===== src/rtl/uart_arb_pkg.sv =====
// Shared types and constants for the UART TX stream arbiter and its pickers.
package uart_arb_pkg;

  typedef enum logic [1:0] {
    ST_IDLE = 2'd0,
    ST_HDR  = 2'd1,
    ST_DATA = 2'd2
  } arb_state_t;

  localparam logic [3:0] HDR_TAG = 4'hA;

  // Channel-index width; never below one bit so a 2-channel build still has an index.
  function automatic int ch_w(input int n);
    if (n <= 2) return 1;
    return $clog2(n);
  endfunction

endpackage


===== src/rtl/rr_picker.sv =====
// Combinational round-robin picker: first requester searching upward from ptr+1 with wrap.
module rr_picker
  import uart_arb_pkg::*;
#(
  parameter int NUM_CH = 4,
  parameter int CH_W   = ch_w(NUM_CH)
) (
  input  logic [NUM_CH-1:0] req,
  input  logic [CH_W-1:0]   ptr,
  output logic [CH_W-1:0]   gnt_idx,
  output logic              gnt_any
);

  // Walk the search order backwards so the nearest requester after ptr is written last.
  always_comb begin
    gnt_idx = '0;
    gnt_any = 1'b0;
    for (int k = NUM_CH; k >= 1; k--) begin
      if (req[(int'(ptr) + k) % NUM_CH]) begin
        gnt_idx = CH_W'((int'(ptr) + k) % NUM_CH);
        gnt_any = 1'b1;
      end
    end
  end

endmodule


===== src/rtl/uart_tx_arbiter.sv =====
// Packet-locked round-robin arbiter sharing one byte-wide TX stream between NUM_CH sources.
// state   | meaning
// IDLE    | no owner; pick next requester after rr_ptr
// HDR     | present channel tag byte {HDR_TAG, grant_ch}
// DATA    | pass granted channel through until its s_last transfer
module uart_tx_arbiter
  import uart_arb_pkg::*;
#(
  parameter int  NUM_CH = 4,
  parameter bit  ID_EN  = 1'b1,
  localparam int CH_W   = ch_w(NUM_CH)
) (
  input  logic                  clk,
  input  logic                  rst,
  input  logic [NUM_CH*8-1:0]   s_data,
  input  logic [NUM_CH-1:0]     s_valid,
  input  logic [NUM_CH-1:0]     s_last,
  output logic [NUM_CH-1:0]     s_ready,
  output logic [7:0]            m_data,
  output logic                  m_valid,
  input  logic                  m_ready,
  output logic [CH_W-1:0]       grant_ch,
  output logic                  busy
);

  arb_state_t      state_q, state_d;
  logic [CH_W-1:0] grant_q, grant_d;
  logic [CH_W-1:0] rr_ptr_q, rr_ptr_d;
  logic [CH_W-1:0] pick_idx;
  logic            pick_any;
  logic [7:0]      g_data;
  logic            g_valid;
  logic            g_last;

  rr_picker #(.NUM_CH(NUM_CH), .CH_W(CH_W)) u_pick (
    .req     (s_valid),
    .ptr     (rr_ptr_q),
    .gnt_idx (pick_idx),
    .gnt_any (pick_any)
  );

  always_comb begin
    g_data  = '0;
    g_valid = 1'b0;
    g_last  = 1'b0;
    for (int i = 0; i < NUM_CH; i++) begin
      if (grant_q == CH_W'(i)) begin
        g_data  = s_data[8*i +: 8];
        g_valid = s_valid[i];
        g_last  = s_last[i];
      end
    end
  end

  always_comb begin
    state_d  = state_q;
    grant_d  = grant_q;
    rr_ptr_d = rr_ptr_q;
    case (state_q)
      ST_IDLE: begin
        if (pick_any) begin
          grant_d = pick_idx;
          state_d = ID_EN ? ST_HDR : ST_DATA;
        end
      end
      ST_HDR: begin
        if (m_ready) state_d = ST_DATA;
      end
      ST_DATA: begin
        if (g_valid && m_ready && g_last) begin
          rr_ptr_d = grant_q;
          state_d  = ST_IDLE;
        end
      end
      default: state_d = ST_IDLE;
    endcase
  end

  // Outputs decode only registered state; m_ready reaches s_ready but never m_valid.
  always_comb begin
    m_data  = '0;
    m_valid = 1'b0;
    s_ready = '0;
    case (state_q)
      ST_HDR: begin
        m_data  = {HDR_TAG, 4'(grant_q)};
        m_valid = 1'b1;
      end
      ST_DATA: begin
        m_data  = g_data;
        m_valid = g_valid;
        for (int i = 0; i < NUM_CH; i++) begin
          if (grant_q == CH_W'(i)) s_ready[i] = m_ready;
        end
      end
      default: ;
    endcase
  end

  always_ff @(posedge clk) begin
    if (rst) begin
      state_q  <= ST_IDLE;
      grant_q  <= '0;
      rr_ptr_q <= CH_W'(NUM_CH - 1);
    end else begin
      state_q  <= state_d;
      grant_q  <= grant_d;
      rr_ptr_q <= rr_ptr_d;
    end
  end

  assign grant_ch = grant_q;
  assign busy     = (state_q != ST_IDLE);

endmodule


===== config.mk =====
export PLATFORM = sky130hd
export DESIGN_NAME = uart_tx_arbiter
export DESIGN_NICKNAME = d
export VERILOG_FILES = /design/src/rtl/uart_arb_pkg.sv /design/src/rtl/rr_picker.sv /design/src/rtl/uart_tx_arbiter.sv
export SDC_FILE = /design/constraint.sdc
export NUM_CORES = 1
export LEC_CHECK = 0
export BUFFER_PORTS_ARGS = -buffer_cell sky130_fd_sc_hd__buf_2
export CAP_MARGIN = 20
export CORE_MARGIN = 4
export CORE_UTILIZATION = 30
export CTS_CLUSTER_SIZE = 30
export DETAILED_ROUTE_END_ITERATION = 7
export PLACE_DENSITY = 0.6
export SYNTH_ARGS = -nofsm -noshare
export SYNTH_HDL_FRONTEND = slang
export SYNTH_SLANG_ARGS = --single-unit

===== constraint.sdc =====
create_clock -name clk -period 4.25 [get_ports clk]
set_clock_uncertainty 0.2 [all_clocks]
set_input_delay 0.85 -clock clk [delete_from_list [all_inputs] [get_ports clk]]
set_output_delay 0.85 -clock clk [all_outputs]
set_load 0.02 [all_outputs]

**Word-level counts from Yosys, hierarchy flattened**

Index checks and enable logic that the tools add are counted.

- Register bits: 6
- Latch bits: 0
- Bits in writable memories: 0
- Memory bits (read-only): 0
- Output and inout bits: 16
- Logic and storage cells: 78
- Memories: 0

- $add $sub $neg: 4
- Multipliers: 0
- Div/mod/pow operators: 0
- Magnitude comparators: 4
- Equal/unequal tests: 8
- Shifts and indexed selects: 0
- Mux-type cells: 43
- Bitwise logic cells: 4
- Reductions and logical operators: 12

Operator list:

| operator | count |
|---|---|
| $mux W8 | 4 |
| $mux W1 | 24 |
| $lt A3 B4 Y1 const B | 4 |
| $pmux W8 S2 | 1 |
| $mux W2 | 7 |
| $bmux W1 S2 | 4 |
| $reduce_or A2 Y1 | 4 |
| $eq A2 B2 Y1 const B | 3 |
| $ne A2 B2 Y1 const B | 3 |
| $pmux W2 S3 | 1 |
| $add A2 B1 Y2 const B | 2 |
| $add A2 B2 Y2 const B | 2 |
| $and A1 B1 Y1 const A | 4 |
| $eq A2 B1 Y1 const B | 2 |
| $logic_not A2 Y1 | 2 |
| $mux W4 | 1 |
| $reduce_and A2 Y1 | 2 |
| $reduce_and A3 Y1 | 1 |
| $logic_and A1 B1 Y1 | 2 |
| $pmux W1 S2 | 1 |
| $reduce_bool A2 Y1 | 1 |

**Longest topological paths before layout**

Gate-level depths: netlist of run 1.

- Depth after elaboration: 12
- Mapped depth: 7
- Mapped depth without buffers: 6

**Cells and area by module**

A second synthesis of run 1 with hierarchy kept.

- Cells, all modules: 94
- Area total of the unflattened synthesis: 799.5 um^2

By module, submodules not included:

| module | times used | cells an instance | area an instance (um^2) | seq. area each (um^2) |
|---|---|---|---|---|
| uart_tx_arbiter | 1 | 80 | 708.2 | 120.1 |
| rr_picker | 1 | 14 | 91.3 | 0.0 |

**Worst setup path before layout of run 1**

OpenSTA, ideal clock, no wires.

- Path kind: register -> output
- From: register state_q[0]
- To: output port m_data[0]
- Data arrival time: 1.733 ns
- Required time: 3.200 ns
- Slack: 1.467 ns
- Stages on the path, launching flop included: 8
- Buffers on the path: 1
- Cells stage by stage: dfxtp_1 > inv_1 > ha_1 > clkbuf_1 > nand2_1 > a21oi_1 > a21boi_0 > o21ai_0

- Cells in the longest elaborated chain, start to end: 2
- Elaborated cells between the ends (all ways): 3
- Classes of those cells: 2 x eq/ne; 1 x mux

Ends and longest elaborated chain:

| item | RTL line | text |
|---|---|---|
| start, declared | uart_tx_arbiter.sv:26 | `arb_state_t state_q, state_d;` |
| start signal, assigned | uart_tx_arbiter.sv:106 | `state_q <= state_d;` |
| $eq A2 B2 Y1 / $eq A2 B1 Y1 (equally long branches) | uart_tx_arbiter.sv:84 | `case (state_q)` |
| $pmux W8 S2 * | uart_tx_arbiter.sv:84 |  |
| end, declared | uart_tx_arbiter.sv:19 | `output logic [7:0] m_data,` |

Mark *: on every way between the ends. The rest lies on a longest branch, timed or not.

**Worst setup path in the final report of run 1**

- From: register grant_q[0] (netlist: grant_ch[0])
- To: output port m_valid

- Cells in the longest elaborated chain, start to end: 6
- Elaborated cells between the ends (all ways): 9
- Classes of those cells: 3 x eq/ne; 5 x mux; 1 x reduce/logical

Ends and longest elaborated chain:

| item | RTL line | text |
|---|---|---|
| start, declared | uart_tx_arbiter.sv:27 | `logic [CH_W-1:0] grant_q, grant_d;` |
| start signal, assigned | uart_tx_arbiter.sv:107 | `grant_q <= grant_d;` |
| $logic_not A2 Y1 | uart_tx_arbiter.sv:47 | `if (grant_q == CH_W'(i)) begin` |
| $mux W1 (3 in series) | uart_tx_arbiter.sv:47 |  |
| $mux W1 * | uart_tx_arbiter.sv:47 |  |
| $pmux W1 S2 * | uart_tx_arbiter.sv:84 |  |
| end, declared | uart_tx_arbiter.sv:20 | `output logic m_valid,` |

Marked as above.

==> results.py, run 1 <==
metrics = {
    "drt": {
        "drc": 0,
        "drt_iter0_drc": 33,
        "antenna_left": 0,
        "wl_per_cell_um": 12.9,
        "drtPass1Iterations": 4,
        "wl_um": 2260,
        "vias": 868,
        "avgViaCountPerCell": 4.96,
    },
    "floorplan": {
        "die_x_um": 58.9,
        "core_um2": 2480,
        "die_y_um": 58.9,
        "start_util_pct": 31.4,
        "pin_count": 59,
        "num_rows": 18,
        "dieArea_um2": 3470,
    },
    "power": {
        "switchingPower_mw": 0.217,
        "seq_power_share_pct": 23.4,
        "p_int_mw": 0.245,
        "power_frac_comb_pct": 65.2,
        "cellLeakagePower_nw": 0.546,
        "pwr-share-clk_pct": 11.4,
        "peakVddDrop_mv": 0.210,
        "power_density_nw_per_um2": 418,
        "swShare_pct": 47.0,
    },
    "worst_setup_path": {
        "cp_top_family": "flip-flops",
        "required_ns": 3.20,
        "r2r_cells": 4,
        "cp_max_fo": 16,
        "cp.arrival_ns": 2.04,
        "path_depth": 4,
        "cp-end-kind": "output pin",
        "crit_path_top_delay_cell": "dfxtp_1",
        "worstSetupStartpointType": "flop",
        "cpPeakStageDelay_ns": 0.83,
        "r2r_slack_ns": 1.97,
        "crit_buf_inv": 1,
        "path_class": "reg -> out",
        "path_cells": "mux4_2 -> nand3_1 -> nand2_1 -> buf_2",
    },
    "yosys": {
        "synth_edf_count": 0,
        "ys_seq_area_share_pct": 15.4,
        "synth_top_cell_area_share_pct": 20.3,
        "syn-num-nets": 135,
        "synthAdderAreaFrac_pct": 6.43,
        "synthCells": 88,
        "postSynthRegisterBits": 6,
        "muxShareOfSynthArea_pct": 30.2,
        "syn_area_um2": 778,
        "yosysWarnings": 0,
        "synthFlopType": "dfxtp_1",
        "synth_compound_area_share_pct": 16.2,
        "avgSynthCellArea_um2": 8.84,
        "synth_top_family_by_area": "multiplexers",
        "synth_most_common_cell": "nand2_1",
        "synthArstFlopShare_pct": 0,
        "synth_common_cells": "9 x nand2_1, 8 x nand2b_1, 7 x mux4_2",
        "synth_top_area_cell": "mux4_2",
        "yosys.area_share.simple_pct": 25.7,
        "ys_top_cells_by_area": "mux4_2 20%, dfxtp_1 15%, ha_1 6.4%",
        "synth_cell_types": 32,
        "synth_xor_xnor_area_share_pct": 0,
    },
    "run": {
        "cap_violations": 0,
    },
    "clock_tree": {
        "ctsRootBufferMaster": "clkbuf_4",
        "clock_latency_ns": 0.24,
        "cts_buffers": 3,
        "path_clk_slew_ns": 0.05,
        "h-tree-depth": 1,
        "tritoncts": "yes",
        "cts_buffer_depth": 2,
        "hold_buffers": 0,
        "cts-resized-gates": 0,
        "post-cts-setup-buffer-count": 0,
        "clkSinkCount": 6,
    },
    "timing": {
        "min_period_ns": 3.09,
        "setup_viol": 0,
        "finalHoldViolations": 0,
        "rsz0062_at_grt": "false",
        "fin_crit_sh_pct": 72.7,
        "drv_slew": 0,
        "tightest_slew_ns": 0.788,
        "setup_tns_ns": 0,
        "max_freq_mhz": 323,
        "maxSlewHeadroom_pct": 47.4,
    },
    "global_route": {
        "grt_max_degree": 17,
        "grt_pass1_wl_um": 3460,
        "track_usage_pct": 12.7,
        "overflow": 0,
        "antenna_found_initial": 0,
        "first_global_vias": 829,
    },
    "hold_path": {
        "hold_depth": 2,
        "hold_path_class": "reg -> reg",
    },
    "finish": {
        "design_area_um2": 1100,
        "antennaDiodeCount": 0,
        "nNetsFinal": 194,
        "drive_gt1_share_pct": 50.3,
        "area_growth_pct": 42.0,
    },
    "outcome": {
        "outcome": "finished, final reports clean",
    },
    "place": {
        "gp_congestion": 0.759,
        "io_buffers": 58,
        "hpwl_um": 1870,
        "post_dp_cell_area_um2": 1080,
    },
}
-- state kept, by name, summed over array words and instances (netlist names) --
| register | cells |
|---|---|
| state_q | 2 |
| rr_ptr_q | 2 |
| grant_ch | 2 |
-- worst min-delay path, cell delays in order (launching register included) --
cell and delay, ns:
dfxtp_1 0.32, nand2b_1 0.07, mux2i_1 0.06
-- routing by layer --
metal / share of wire, % / track usage, % / wire (um) / up-vias
met2: 45 / 21.9 / 1020 / 41
met1: 42 / 16.0 / 939 / 384
met4: 0.27 / 4.85 / 6 / 0
li1: - / - / - / 441
met3: 13 / 1.75 / 289 / 2
met5: 0 / 0 / 0 / -
-- layout make-up --
class | instances | area (um^2)
tap | 30 | 37.5
sequential | 6 | 120
fill | 253 | 1370
timing repair buffer | 58 | 290
inverter | 6 | 22.5
clock buffer | 3 | 22.5
multi-input combinational | 72 | 612
-- metrics by stage --
stage               worst slack (ns)  utilization (%)  power [mW]  hold WS (ns)  instances
floorplan                       1.47                -       0.334         0.240         88
CTS                             1.10             44.6       0.470         0.300        175
global route                   0.978             44.6       0.509         0.312        175
finish                          1.16             44.6       0.462         0.294        175
global placement                1.38             43.7       0.410         0.282        172
detailed placement              1.36             43.7       0.414         0.286        172
-- final timing paths --
check | from | end
max | grant_ch[0]$_SDFFE_PP0P_ | m_valid
min | state_q[1]$_SDFFE_PP0P_ | state_q[1]$_SDFFE_PP0P_
max reg2reg | grant_ch[0]$_SDFFE_PP0P_ | rr_ptr_q[0]$_SDFFE_PP1P_
min reg2reg | state_q[1]$_SDFFE_PP0P_ | state_q[1]$_SDFFE_PP0P_
-- power groups by stage --
stage / combinational [mW] / sequential (mW) / clock (mW)
global route: 0.334 / 0.116 / 0.0595
CTS: 0.304 / 0.110 / 0.0554
detailed placement: 0.303 / 0.111 / 0
floorplan: 0.245 / 0.0884 / 0
finish: 0.301 / 0.108 / 0.0525
global placement: 0.301 / 0.110 / 0
-- layout by cell type, fill, tap and decap left out, drive strengths merged --
| cell | synthesis | routed |
|---|---|---|
| nor2b | 4 | 4 |
| mux2 | 1 | 1 |
| o22ai | 2 | 2 |
| a211o | 2 | 2 |
| a211oi | 1 | 1 |
| o21ba | 1 | 1 |
| nand4 | 1 | 1 |
| or3 | 1 | 1 |
| clkbuf | 2 | 3 |
| dfxtp | 6 | 6 |
| nor2 | 5 | 5 |
| a2111oi | 1 | 1 |
| nor3 | 3 | 3 |
| mux4 | 8 | 8 |
| nor4 | 1 | 1 |
| ha | 4 | 4 |
| buf | 2 | 58 |
| and2 | 1 | 1 |
| nand2 | 10 | 10 |
| nand2b | 8 | 8 |
| inv | 6 | 6 |
| a221oi | 1 | 1 |
| nand3 | 4 | 4 |
| a21o | 1 | 1 |
| o211a | 1 | 1 |
| mux2i | 4 | 4 |
| o21ai | 2 | 2 |
| a21boi | 1 | 1 |
| a21oi | 4 | 4 |
-- logic make-up (layout without fill, tap and decap cells) --
kind of cell	Yosys count	in the layout
simple gates	38	38
compound gates	17	17
mux	13	13
buf+inv	10	67
flops	6	6
fa+ha+maj	4	4
No activity file was read; power rests on OpenSTA's default activity.
==> inputs of run 2 (changes only) <==
--- a/config.mk
+++ b/config.mk
@@ -5,13 +5,14 @@
 export SDC_FILE = /design/constraint.sdc
 export NUM_CORES = 1
 export LEC_CHECK = 0
+export ABC_AREA = 1
 export BUFFER_PORTS_ARGS = -buffer_cell sky130_fd_sc_hd__buf_2
 export CAP_MARGIN = 20
 export CORE_MARGIN = 4
 export CORE_UTILIZATION = 30
 export CTS_CLUSTER_SIZE = 30
 export DETAILED_ROUTE_END_ITERATION = 7
-export PLACE_DENSITY = 0.6
+export PLACE_DENSITY = 0.59
 export SYNTH_ARGS = -nofsm -noshare
 export SYNTH_HDL_FRONTEND = slang
 export SYNTH_SLANG_ARGS = --single-unit
==> constraint.sdc (replaced) <==
create_clock -name clk -period 2.8 [get_ports clk]
set_clock_uncertainty 0.2 [all_clocks]
set_input_delay 0.56 -clock clk [delete_from_list [all_inputs] [get_ports clk]]
set_output_delay 0.56 -clock clk [all_outputs]
set_load 0.02 [all_outputs]
==> results.py, run 2 <==
metrics = {
    "drt": {
        "wl_um": 3130,
        "drt_iter0_drc": 59,
        "avgViaCountPerCell": 4.68,
        "vias": 1287,
        "drc": 0,
        "antenna_left": 0,
        "drtPass1Iterations": 4,
        "wl_per_cell_um": 11.4,
    },
    "clock_tree": {
        "path_clk_slew_ns": 0.04,
        "hold_buffers": 0,
        "cts-resized-gates": 0,
        "clkSinkCount": 6,
        "cts_buffers": 3,
        "h-tree-depth": 1,
        "tritoncts": "yes",
        "ctsRootBufferMaster": "clkbuf_4",
        "post-cts-setup-buffer-count": 0,
        "cts_buffer_depth": 2,
        "clock_latency_ns": 0.24,
    },
    "floorplan": {
        "core_um2": 3050,
        "num_rows": 20,
        "die_y_um": 64.3,
        "start_util_pct": 31.1,
        "dieArea_um2": 4130,
        "pin_count": 59,
        "die_x_um": 64.3,
    },
    "yosys": {
        "syn-num-nets": 222,
        "yosysWarnings": 0,
        "synth_most_common_cell": "nand2_1",
        "ys_top_cells_by_area": "nand2_1 23%, dfxtp_1 13%, o21ai_0 11%",
        "synth_cell_types": 27,
        "synthArstFlopShare_pct": 0,
        "synthFlopType": "dfxtp_1",
        "synthCells": 175,
        "ys_seq_area_share_pct": 12.6,
        "synth_top_cell_area_share_pct": 22.9,
        "synth_edf_count": 0,
        "synth_top_area_cell": "nand2_1",
        "avgSynthCellArea_um2": 5.43,
        "syn_area_um2": 951,
        "synth_common_cells": "58 x nand2_1, 21 x o21ai_0, 19 x inv_1",
        "postSynthRegisterBits": 6,
    },
    "power": {
        "peakVddDrop_mv": 0.353,
        "cellLeakagePower_nw": 0.762,
        "power_density_nw_per_um2": 738,
    },
    "global_route": {
        "first_global_vias": 1158,
        "overflow": 0,
        "antenna_found_initial": 0,
        "track_usage_pct": 14.6,
        "use_met2_pct": 26.5,
        "grt.busiest_layer": "met2",
        "grt_pass1_wl_um": 4970,
        "grt_use_met3_pct": 3.69,
        "met1_usage_pct": 17.6,
        "grt_max_degree": 18,
    },
    "finish": {
        "design_area_um2": 1280,
        "drive_gt1_share_pct": 32.9,
        "area_growth_pct": 34.7,
        "antennaDiodeCount": 0,
        "most-common-layout-cells": "58 x nand2_1, 58 x buf_2, 21 x o21ai_0",
        "nFillCells": 353,
        "nNetsFinal": 280,
    },
    "place": {
        "gp_congestion": 0.789,
        "hpwl_um": 2590,
        "post_dp_cell_area_um2": 1260,
        "io_buffers": 58,
    },
    "worst_setup_path": {
        "required_ns": 2.04,
        "cp_max_fo": 8,
        "cp-end-kind": "output pin",
        "cp.arrival_ns": 1.83,
        "path_class": "reg -> out",
        "worstSetupStartpointType": "flop",
    },
    "timing": {
        "max_freq_mhz": 386,
        "fin_crit_sh_pct": 92.6,
        "min_period_ns": 2.59,
        "setup_viol": 0,
        "maxSlewHeadroom_pct": 68.2,
        "drv_slew": 0,
        "rsz0062_at_grt": "false",
        "tightest_slew_ns": 0.476,
        "finalHoldViolations": 0,
        "setup_tns_ns": 0,
    },
    "outcome": {
        "outcome": "finished, final reports clean",
    },
    "run": {
        "cap_violations": 0,
    },
    "hold_path": {
        "hold_path_class": "in -> reg",
    },
}
==> run 2: final timing paths <==
check	slack, ns	startpoint	endpoint	cells after the start
hold / removal	0.30	rst	grant_ch[0]$_SDFFE_PP0P_	2
setup / recovery	0.21	state_q[0]$_SDFFE_PP0P_	m_data[0]	8
setup reg to reg	0.87	grant_ch[0]$_SDFFE_PP0P_	rr_ptr_q[0]$_SDFFE_PP1P_	7
hold reg to reg	0.31	state_q[1]$_SDFFE_PP0P_	state_q[1]$_SDFFE_PP0P_	2
==> run 2: per-stage QoR <==
step | std cells | power, mW | hold WS (ns) | setup WS, ns | utilization (%)
3_3_place_gp | 272 | 0.872 | 0.296 | 0.516 | 41.2
6_report | 275 | 0.946 | 0.299 | 0.208 | 42.0
3_5_place_dp | 272 | 0.870 | 0.314 | 0.470 | 41.2
4_1_cts | 275 | 0.956 | 0.289 | 0.192 | 42.0
5_1_grt | 275 | 1.06 | 0.294 | 0.0720 | 42.0
2_1_floorplan | 175 | 0.687 | 0.277 | 0.563 | -
==> run 2: area by class of cell <==
| cell class | instances | area [um^2] | share of cell area [%] |
|---|---|---|---|
| tap | 44 | 55.1 | 4.30 |
| timing repair buffer | 59 | 298 | 23.2 |
| multi-input combinational | 141 | 696 | 54.3 |
| inverter | 22 | 90.1 | 7.03 |
| clock buffer | 3 | 22.5 | 1.76 |
| sequential | 6 | 120 | 9.37 |
==> run 2: cell families (layout without fill, tap and decap cells) <==
group,Yosys count,count (layout),synth area share [%]
compound gates,39,39,23.4
fa+ha+maj,4,4,5.26
buf+inv,28,84,14.2
flops,6,6,12.6
simple gates,98,98,44.5
==> run 2: power breakdown <==
part | switching [mW] | internal (mW)
Combinational | 0.454 | 0.245
Clock | 0.0309 | 0.0485
Sequential | 0.0536 | 0.114
Total | 0.538 | 0.408
==> run 2: per-layer routing <==
layer / vias up / part of all wire, %
li1: 688 / -
met1: 554 / 44
met2: 45 / 48
met3: 0 / 7.7
met4: 0 / 0
met5: - / 0
==> run 2: critical path, cell delays in order (launching register included) <==
cell,delay (ns)
dfxtp_1,0.37
inv_1,0.08
ha_1,0.29
nand2_1,0.07
inv_1,0.19
o21ai_0,0.12
a31o_2,0.22
o21ai_0,0.06
buf_2,0.19
==> inputs of run 3 (changes only) <==
--- a/config.mk
+++ b/config.mk
@@ -8,11 +8,11 @@
 export ABC_AREA = 1
 export BUFFER_PORTS_ARGS = -buffer_cell sky130_fd_sc_hd__buf_2
 export CAP_MARGIN = 20
-export CORE_MARGIN = 4
 export CORE_UTILIZATION = 30
 export CTS_CLUSTER_SIZE = 30
 export DETAILED_ROUTE_END_ITERATION = 7
 export PLACE_DENSITY = 0.59
 export SYNTH_ARGS = -nofsm -noshare
 export SYNTH_HDL_FRONTEND = slang
+export SYNTH_HIERARCHICAL = 1
 export SYNTH_SLANG_ARGS = --single-unit
==> results.py, run 3 <==
metrics = {
    "outcome": {
        "outcome": "finished, final reports clean",
    },
    "clock_tree": {
        "h-tree-depth": 1,
        "cts_buffers": 3,
        "hold_buffers": 0,
        "cts_buffer_depth": 2,
        "post-cts-setup-buffer-count": 0,
        "clock_latency_ns": 0.24,
        "tritoncts": "yes",
        "clkSinkCount": 6,
        "path_clk_slew_ns": 0.04,
        "ctsRootBufferMaster": "clkbuf_4",
        "cts-resized-gates": 0,
    },
    "finish": {
        "drive_gt1_share_pct": 32.6,
        "nNetsFinal": 279,
        "area_growth_pct": 35.0,
        "antennaDiodeCount": 0,
        "nFillCells": 340,
        "final_common_cell": "nand2_1",
        "most-common-layout-cells": "60 x nand2_1, 58 x buf_2, 20 x inv_1",
    },
    "drt": {
        "avgViaCountPerCell": 4.66,
        "wl_met3_um": 127,
        "wl_met1_um": 1490,
        "wl_um": 2900,
        "drt_iter0_drc": 69,
        "wl_per_cell_um": 10.6,
        "antenna_left": 0,
        "drtPass1Iterations": 4,
        "drc": 0,
        "vias": 1277,
        "wl_met2_um": 1270,
        "top_layer_used": "met4",
    },
    "yosys": {
        "synth_top_cell_area_share_pct": 23.7,
        "postSynthRegisterBits": 6,
        "synthAdderAreaFrac_pct": 5.27,
        "synth_common_cells": "60 x nand2_1, 20 x inv_1, 18 x o21ai_0",
        "avgSynthCellArea_um2": 5.46,
        "synthFlopType": "dfxtp_1",
        "muxShareOfSynthArea_pct": 0,
        "synthCells": 174,
        "synthArstFlopShare_pct": 0,
        "synth_top_area_cell": "nand2_1",
        "yosys.area_share.simple_pct": 44.5,
        "yosysWarnings": 6,
        "ys_seq_area_share_pct": 12.6,
        "syn-num-nets": 221,
        "synth_compound_area_share_pct": 23.2,
        "synth_edf_count": 0,
        "synth_top_family_by_area": "simple AND/OR/NAND/NOR gates",
        "synth_cell_types": 26,
        "synth_most_common_cell": "nand2_1",
        "synth_xor_xnor_area_share_pct": 0,
        "syn_area_um2": 950,
        "ys_top_cells_by_area": "nand2_1 24%, dfxtp_1 13%, o21ai_0 9.5%",
    },
    "floorplan": {
        "die_x_um": 58.3,
        "start_util_pct": 31.4,
        "die_y_um": 58.3,
        "pin_count": 59,
        "dieArea_um2": 3390,
        "core_um2": 3030,
        "num_rows": 20,
    },
    "global_route": {
        "grt_pass1_wl_um": 4750,
        "overflow": 0,
        "first_global_vias": 1095,
        "grt_max_degree": 17,
        "antenna_found_initial": 0,
        "track_usage_pct": 17.8,
    },
    "power": {
        "swShare_pct": 57.8,
        "power_density_nw_per_um2": 791,
        "seq_power_share_pct": 17.7,
        "cellLeakagePower_nw": 0.789,
        "power_frac_comb_pct": 74.7,
        "fin_total_pwr_mw": 1.01,
        "switchingPower_mw": 0.586,
        "peakVddDrop_mv": 0.381,
        "pwr-share-clk_pct": 7.6,
        "p_int_mw": 0.428,
    },
    "timing": {
        "maxSlewHeadroom_pct": 69.3,
        "min_period_ns": 2.49,
        "setup_tns_ns": 0,
        "max_freq_mhz": 401,
        "setup_viol": 0,
        "drv_slew": 0,
        "tightest_slew_ns": 0.460,
        "rsz0062_at_grt": "false",
        "holdWs_ns": 0.324,
        "fin_crit_sh_pct": 89.0,
        "finalHoldViolations": 0,
    },
    "worst_setup_path": {
        "crit_buf_inv": 2,
        "path_class": "reg -> out",
        "r2r_slack_ns": 0.94,
        "worstSetupStartpointType": "flop",
        "cpPeakStageDelay_ns": 0.57,
        "crit_path_top_delay_cell": "dfxtp_1",
        "cp-end-kind": "output pin",
        "cp_common_cell": "o21ai_0",
        "cp_max_fo": 13,
        "cp_top_family": "flip-flops",
        "cp.arrival_ns": 1.73,
        "required_ns": 2.04,
        "path_cells": "inv_2 -> o21ai_0 -> nand2_1 -> o21ai_0 -> nand2_1 -> o211ai_1 -> o21ai_0 -> buf_2",
    },
    "run": {
        "cap_violations": 0,
    },
    "place": {
        "gp_congestion": 0.889,
        "hpwl_um": 2340,
        "io_buffers": 58,
    },
    "hold_path": {
        "hold_path_class": "reg -> reg",
    },
}
[run 3: cell count changes after synthesis, sizes merged, moves of 3 or more]
cell,before,now
o21ai,24,19
o211ai,4,8
nand2,63,66
nor2,15,12
[run 3: final cells by class]
cell class	count	area (um^2)	area share [%]
Tap cell	44	55.1	4.29
Multi-Input combinational cell	139	693	54.0
Sequential cell	6	120	9.37
Clock buffer	3	22.5	1.76
Inverter	23	93.8	7.32
Timing Repair Buffer	59	298	23.2
[run 3: cell families after synthesis]
| logic type | count (synthesis) |
|---|---|
| buffers and inverters | 29 |
| adder cells (fa/ha/maj) | 4 |
| AND/OR/NAND/NOR | 98 |
| flip-flops | 6 |
| AO/OA/AOI/OAI | 37 |
[run 3: power by group through the flow]
stage	logic (mW)	registers [mW]	clock network (mW)
2_1_floorplan	0.584	0.161	0
3_3_place_gp	0.756	0.183	0
3_5_place_dp	0.752	0.181	0
4_1_cts	0.755	0.180	0.0816
5_1_grt	0.854	0.192	0.0880
6_report	0.758	0.180	0.0769
[run 3: path summary, 6_finish.rpt]
kind                              endpoint  cells past startpoint                      from
setup / recovery                 m_data[1]                      8  grant_ch[0]$_SDFFE_PP0P_
hold / removal     state_q[0]$_SDFFE_PP0P_                      2   state_q[0]$_SDFFE_PP0P_
setup reg to reg  rr_ptr_q[0]$_SDFFE_PP1P_                      8  grant_ch[0]$_SDFFE_PP0P_
hold reg to reg    state_q[0]$_SDFFE_PP0P_                      2   state_q[0]$_SDFFE_PP0P_
[run 3: worst reg2reg max path, stage by stage, from the launching register on]
cell and delay (ns):
dfxtp_1 0.57, inv_2 0.20, nand2_1 0.16, or2_0 0.12, nand2_1 0.06, nand2_2 0.09
nand4_1 0.16, nand2_1 0.10, o211ai_1 0.08
[run 3: routing by layer]
| metal | up-vias | GRT usage (%) |
|---|---|---|
| met1 | 561 | 26.0 |
| li1 | 680 | - |
| met5 | - | 0 |
| met4 | 0 | 1.70 |
| met3 | 2 | 4.46 |
| met2 | 34 | 27.3 |
[run 3: stage by stage]
stage / instances / util (%) / instance area (um^2) / setup WS, ns
2_1_floorplan: 174 / - / 950 / 0.688
3_3_place_gp: 271 / 41.6 / 1260 / 0.517
3_5_place_dp: 271 / 41.6 / 1260 / 0.558
4_1_cts: 274 / 42.4 / 1280 / 0.292
5_1_grt: 274 / 42.4 / 1280 / 0.0896
6_report: 274 / 42.4 / 1280 / 0.309
